===== src/rtl/qspi_flash_reader.sv =====
// Quad-SPI flash reader: issues 0x6B (quad output fast read) with a serial
// address, clocks 8 dummy cycles, then streams 32-bit words to a requester.
// Ports:
//   clk, rst             system clock, synchronous active-high reset
//   qspi_enable          controller enable; low forces idle
//   qspi_address         start byte address of a new read
//   qspi_changeAddress   strobe starting a new read
//   qspi_requestData     requester wants more words
//   qspi_readData        last received word
//   qspi_readDataValid   one-cycle pulse with each new word
//   qspi_initialised     power-up delay complete
//   qspi_busy            command/address/dummy phase or mid-word
//   flash_csb, flash_sck chip select (active low) and serial clock
//   flash_io_oe/out/in   quad IO lines
module qspi_flash_reader #(
    parameter int ADDRESS_SIZE    = 24,
    parameter int POWER_UP_CYCLES = 1024
) (
    input  logic                    clk,
    input  logic                    rst,
    input  logic                    qspi_enable,
    input  logic [ADDRESS_SIZE-1:0] qspi_address,
    input  logic                    qspi_changeAddress,
    input  logic                    qspi_requestData,
    output logic [31:0]             qspi_readData,
    output logic                    qspi_readDataValid,
    output logic                    qspi_initialised,
    output logic                    qspi_busy,
    output logic                    flash_csb,
    output logic                    flash_sck,
    output logic [3:0]              flash_io_oe,
    output logic [3:0]              flash_io_out,
    input  logic [3:0]              flash_io_in
);

    typedef enum logic [2:0] {
        POWER_UP, IDLE, COMMAND, ADDRESS,
        DUMMY, DATA, HOLD, DESELECT
    } state_t;

    // Cycle counter must cover the address phase and at least 16 cycles.
    localparam int CW = (2 * ADDRESS_SIZE > 16) ? $clog2(2 * ADDRESS_SIZE) : 4;
    localparam int PW = (POWER_UP_CYCLES > 1) ? $clog2(POWER_UP_CYCLES) : 1;
    localparam logic [7:0] READ_CMD = 8'h6B;

    state_t stateReg;
    state_t stateNext;

    logic [CW-1:0]           cnt;
    logic [PW-1:0]           pwrCnt;
    logic [ADDRESS_SIZE-1:0] addrReg;
    logic [ADDRESS_SIZE-1:0] addrShift;
    logic [31:0]             shiftReg;
    logic                    wordDone;
    logic                    lastCycle;
    logic                    accept;

    always_comb begin
        lastCycle = 1'b0;
        unique case (stateReg)
            COMMAND, DUMMY, DATA: lastCycle = (cnt == CW'(15));
            ADDRESS:  lastCycle = (cnt == CW'(2 * ADDRESS_SIZE - 1));
            DESELECT: lastCycle = (cnt == CW'(1));
            default:  lastCycle = 1'b0;
        endcase
    end

    assign accept = qspi_enable && qspi_initialised
                    && !qspi_busy && qspi_changeAddress;

    // State register plus the datapath that follows it.
    always_ff @(posedge clk) begin
        if (rst) begin
            stateReg           <= POWER_UP;
            cnt                <= '0;
            pwrCnt             <= '0;
            addrReg            <= '0;
            addrShift          <= '0;
            shiftReg           <= '0;
            wordDone           <= 1'b0;
            qspi_readData      <= '0;
            qspi_readDataValid <= 1'b0;
            qspi_initialised   <= 1'b0;
        end else begin
            stateReg <= stateNext;
            if (stateReg == POWER_UP) begin
                pwrCnt <= pwrCnt + PW'(1);
                if (stateNext == IDLE)
                    qspi_initialised <= 1'b1;
            end
            // Restart the count on every phase change and word boundary.
            if (stateNext != stateReg || lastCycle)
                cnt <= '0;
            else
                cnt <= cnt + CW'(1);
            if (accept)
                addrReg <= qspi_address;
            // Shift out one address bit at the end of each SCK-high cycle.
            if (stateReg == COMMAND)
                addrShift <= addrReg;
            else if (stateReg == ADDRESS && cnt[0])
                addrShift <= addrShift << 1;
            if (stateReg == DATA && qspi_enable && cnt[0])
                shiftReg <= {shiftReg[27:0], flash_io_in};
            wordDone <= (stateReg == DATA) && qspi_enable && lastCycle;
            qspi_readDataValid <= wordDone && qspi_enable;
            // First byte to arrive is the least significant.
            if (wordDone && qspi_enable)
                qspi_readData <= {shiftReg[7:0], shiftReg[15:8],
                                  shiftReg[23:16], shiftReg[31:24]};
        end
    end

    always_comb begin
        stateNext = stateReg;
        if (stateReg == POWER_UP) begin
            if (pwrCnt == PW'(POWER_UP_CYCLES - 1))
                stateNext = IDLE;
        end else if (!qspi_enable) begin
            stateNext = IDLE;
        end else begin
            unique case (stateReg)
                IDLE:     if (accept) stateNext = COMMAND;
                COMMAND:  if (lastCycle) stateNext = ADDRESS;
                ADDRESS:  if (lastCycle) stateNext = DUMMY;
                DUMMY:    if (lastCycle) stateNext = DATA;
                DATA: begin
                    if (lastCycle) begin
                        if (accept)
                            stateNext = DESELECT;
                        else if (!qspi_requestData)
                            stateNext = HOLD;
                    end
                end
                HOLD: begin
                    if (accept)
                        stateNext = DESELECT;
                    else if (qspi_requestData)
                        stateNext = DATA;
                end
                DESELECT: if (lastCycle) stateNext = COMMAND;
                default:  stateNext = IDLE;
            endcase
        end
    end

    always_comb begin
        flash_csb    = 1'b1;
        flash_sck    = 1'b0;
        flash_io_oe  = 4'b0000;
        flash_io_out = 4'b0000;
        qspi_busy    = 1'b0;
        unique case (stateReg)
            COMMAND: begin
                flash_csb       = 1'b0;
                flash_sck       = cnt[0];
                flash_io_oe     = 4'b0001;
                flash_io_out[0] = READ_CMD[~cnt[3:1]];
                qspi_busy       = 1'b1;
            end
            ADDRESS: begin
                flash_csb       = 1'b0;
                flash_sck       = cnt[0];
                flash_io_oe     = 4'b0001;
                flash_io_out[0] = addrShift[ADDRESS_SIZE-1];
                qspi_busy       = 1'b1;
            end
            DUMMY: begin
                flash_csb = 1'b0;
                flash_sck = cnt[0];
                qspi_busy = 1'b1;
            end
            DATA: begin
                flash_csb = 1'b0;
                flash_sck = cnt[0];
                qspi_busy = !lastCycle;
            end
            HOLD:     flash_csb = 1'b0;
            DESELECT: qspi_busy = 1'b1;
            default: begin
                flash_csb = 1'b1;
            end
        endcase
    end

endmodule


===== config.mk =====
export PLATFORM = sky130hd
export DESIGN_NAME = qspi_flash_reader
export DESIGN_NICKNAME = d
export VERILOG_FILES = /design/src/rtl/qspi_flash_reader.sv
export SDC_FILE = /design/constraint.sdc
export NUM_CORES = 1
export LEC_CHECK = 0
export CORE_MARGIN = 4
export CORE_UTILIZATION = 54
export DETAILED_ROUTE_END_ITERATION = 10
export PLACE_DENSITY = 0.8
export SLEW_MARGIN = 20
export SYNTH_ARGS = -nofsm -noshare
export SYNTH_HDL_FRONTEND = slang
export SYNTH_SLANG_ARGS = --single-unit

===== constraint.sdc =====
create_clock -name clk -period 2.81 [get_ports clk]
set_input_delay 0.4215 -clock clk [delete_from_list [all_inputs] [get_ports clk]]
set_output_delay 0.4215 -clock clk [all_outputs]
set_load 0.01 [all_outputs]

==> results.cfg <==
[grt]
antenna_found_initial = 0
grt_pass1_wl_um = 20200
grt_max_degree = 72
grt_pass1_vias = 4417
grt_use_total_pct = 21.4
gr-total-overflow = 0

[clock_tree]
htreeDepth = 4
clk_latency_ps = 510
cts.sinks = 134
cts_tree = done
cts_root_buf = clkbuf_8
cts_hold_buf = 0
clkTransAtPathRegs_ps = 60
cts_made_buffers = 17
clk_path_buf_depth = 2

[power]
irDropWorstVdd_mv = 0.402
p_leak_uw = 0.00251
report.power.total_uw = 4140
cellPowerDensity_nw_per_um2 = 615

[finish]
area_growth_pct = 24.6
layout.nets = 748
fin_util_pct = 68.9
antenna_cells = 0
postLayoutCellArea_um2 = 6740
drive_gt1_share_pct = 8.29

[hold_path]
hold_start = rst
hold_path.class = in -> reg

[setup_path]
critPathSlowestCell = clkdlybuf4s50_1
arrival_ps = 2030
critPathMaxFanout = 13
crit_type = reg -> out
crit_path_start_kind = flip-flop
r2r-start = stateReg[2]$_SDFF_PP0_
end_kind = primary output
crit_chain = nor2b_1, o21a_1, clkdlybuf4s50_1
crit_path_start = stateReg[2]$_SDFF_PP0_
required_ps = 2390
path_buf_inv = 1
slowest_delay_ps = 520
critical_path.top_delay_family = buffers and inverters

[logic_synthesis]
synth_top_area_cell = dfxtp_1
yosysSeqAreaShare_pct = 49.6
postSynth.asyncResetShare_pct = 0
synthesis.area_um2 = 5410
synth_edf_count = 0
avgSynthCellArea_um2 = 8.26
synth_cell_types = 44
synth_seq_cells = 134
synth_ff_type = dfxtp_1
syn_inst = 655
synth.area.top_cells = dfxtp_1 (50%), nand2_1 (13%), a21oi_1 (8.7%)
synth_top_area_share_pct = 49.6
yosysWarnings = 0

[floorplanning]
start_util_pct = 55.3
io_pins = 78
die_area_um2 = 11700
fp.dieH_um = 108
die_width_um = 108
row_count = 36
core_area_um2 = 9770

[routing]
wl_per_cell_um = 14.0
remaining_drc_errors = 0
wl_um = 12000
drt_pass1_iterations = 4
vias_per_cell = 5.33
drtIter0Drc = 305
ant_nets = 0
vias = 4567

[run_status]
run_status = complete, no violations

[sta]
fmax_ghz = 0.407
tns_ps = 0
setup_viol = 0
finClkSkew_ps = 7.67
fin_crit_sh_pct = 87.4
min_period_ps = 2460
worst_pin_slew_ps = 702
grt_setup_unrepaired = no
drv_slew = 0
slew-limit-headroom_pct = 53.2
hold_violations = 0

[place]
routabilityCongestion = 0.871
placed_area_um2 = 6140
dp.final_hpwl_um = 7750
numPortBuffers = 71

[run]
max-cap-violations = 0
==> area by class of cell <==
class,instances,area (µm²)
Clock buffer,24,470
Clock inverter,8,97.6
Fill cell,763,3040
Inverter,6,23.8
Multi-Input combinational cell,469,2480
Sequential cell,134,2700
Tap cell,133,166
Timing Repair Buffer,83,803
==> registers in the layout (all words and copies together), names as in the netlist <==
signal              cells
addrShift              24
cnt                     6
pwrCnt                 10
addrReg                24
shiftReg               32
wordDone                1
qspi_readData          32
stateReg                3
qspi_readDataValid      1
qspi_initialised        1
==> layout by cell type, fill, tap and decap left out, types with 11 or more instances in the layout <==
| cell type | n |
|---|---|
| a211oi_1 | 24 |
| buf_4 | 13 |
| clkdlybuf4s50_1 | 68 |
| mux2i_1 | 25 |
| nand3_1 | 11 |
| clkbuf_16 | 16 |
| a21oi_1 | 94 |
| nand2_1 | 189 |
| nor2_1 | 48 |
| dfxtp_1 | 129 |
==> final timing paths <==
| kind | endpoint | slack, ps | cells past startpoint |
|---|---|---|---|
| setup / recovery | flash_sck | 350 | 3 |
| hold / removal | pwrCnt[8]$_SDFFE_PP0P_ | 440 | 2 |
| setup reg to reg | cnt[1]$_SDFF_PP0_ | 590 | 7 |
| hold reg to reg | qspi_readData[6]$_SDFFE_PP0P_ | 460 | 2 |
==> stage by stage <==
step	hold slack, ps	std cells	setup WS [ps]
4_1_cts	419	857	11.1
3_5_place_dp	447	825	272
6_report	440	857	354
2_1_floorplan	432	660	740
3_3_place_gp	442	825	325
5_1_grt	443	857	241
==> per-layer routing <==
layer | wire [µm] | vias to the layer above | global-route usage [%]
met5 | 0 | - | 0
met1 | 5280 | 2155 | 25.8
met4 | 113 | 0 | 5.68
li1 | - | 2298 | -
met2 | 6030 | 104 | 37.1
met3 | 603 | 10 | 6.81
==> cell usage after synthesis, types with 2 or more instances <==
cell,count
nand2_1,189
dfxtp_1,134
a21oi_1,94
nor2_1,49
clkbuf_1,32
a211oi_1,25
mux2i_1,25
nand3_1,11
buf_4,9
xor2_1,8
nand4_1,7
nor3_1,7
inv_1,5
nand2b_1,5
xnor2_1,5
buf_2,4
ha_1,4
o21ai_0,4
buf_1,3
buf_6,3
nor2b_1,3
o31ai_1,3
a221oi_1,2
and2_1,2
o2111ai_1,2
or3_1,2
==> power by group <==
part	internal, µW	switching (µW)
clock network	1330	778
logic	59.1	59.3
registers	1910	12.3
total	3300	849
==> logic make-up after synthesis <==
logic type               count (synthesis)  share of synthesized area [%]
XOR/XNOR                                13                           2.11
buffers and inverters                   57                           5.09
adder cells (fa/ha/maj)                  4                          0.926
AO/OA/AOI/OAI                          137                           15.5
multiplexers                            26                           4.88
flip-flops                             134                           49.6
other                                    1                         0.0693
AND/OR/NAND/NOR                        283                           21.8
==> what timing repair did <==
| action | CTS | global route |
|---|---|---|
| buffers inserted | 0 | 0 |
| pin swaps | 0 | 1 |
| endpoints found under the setup margin | 2 | 2 |
| resized for setup | 8 | 5 |
| endpoints found under the hold margin | 0 | 0 |
(Power assumes the default switching activity.)
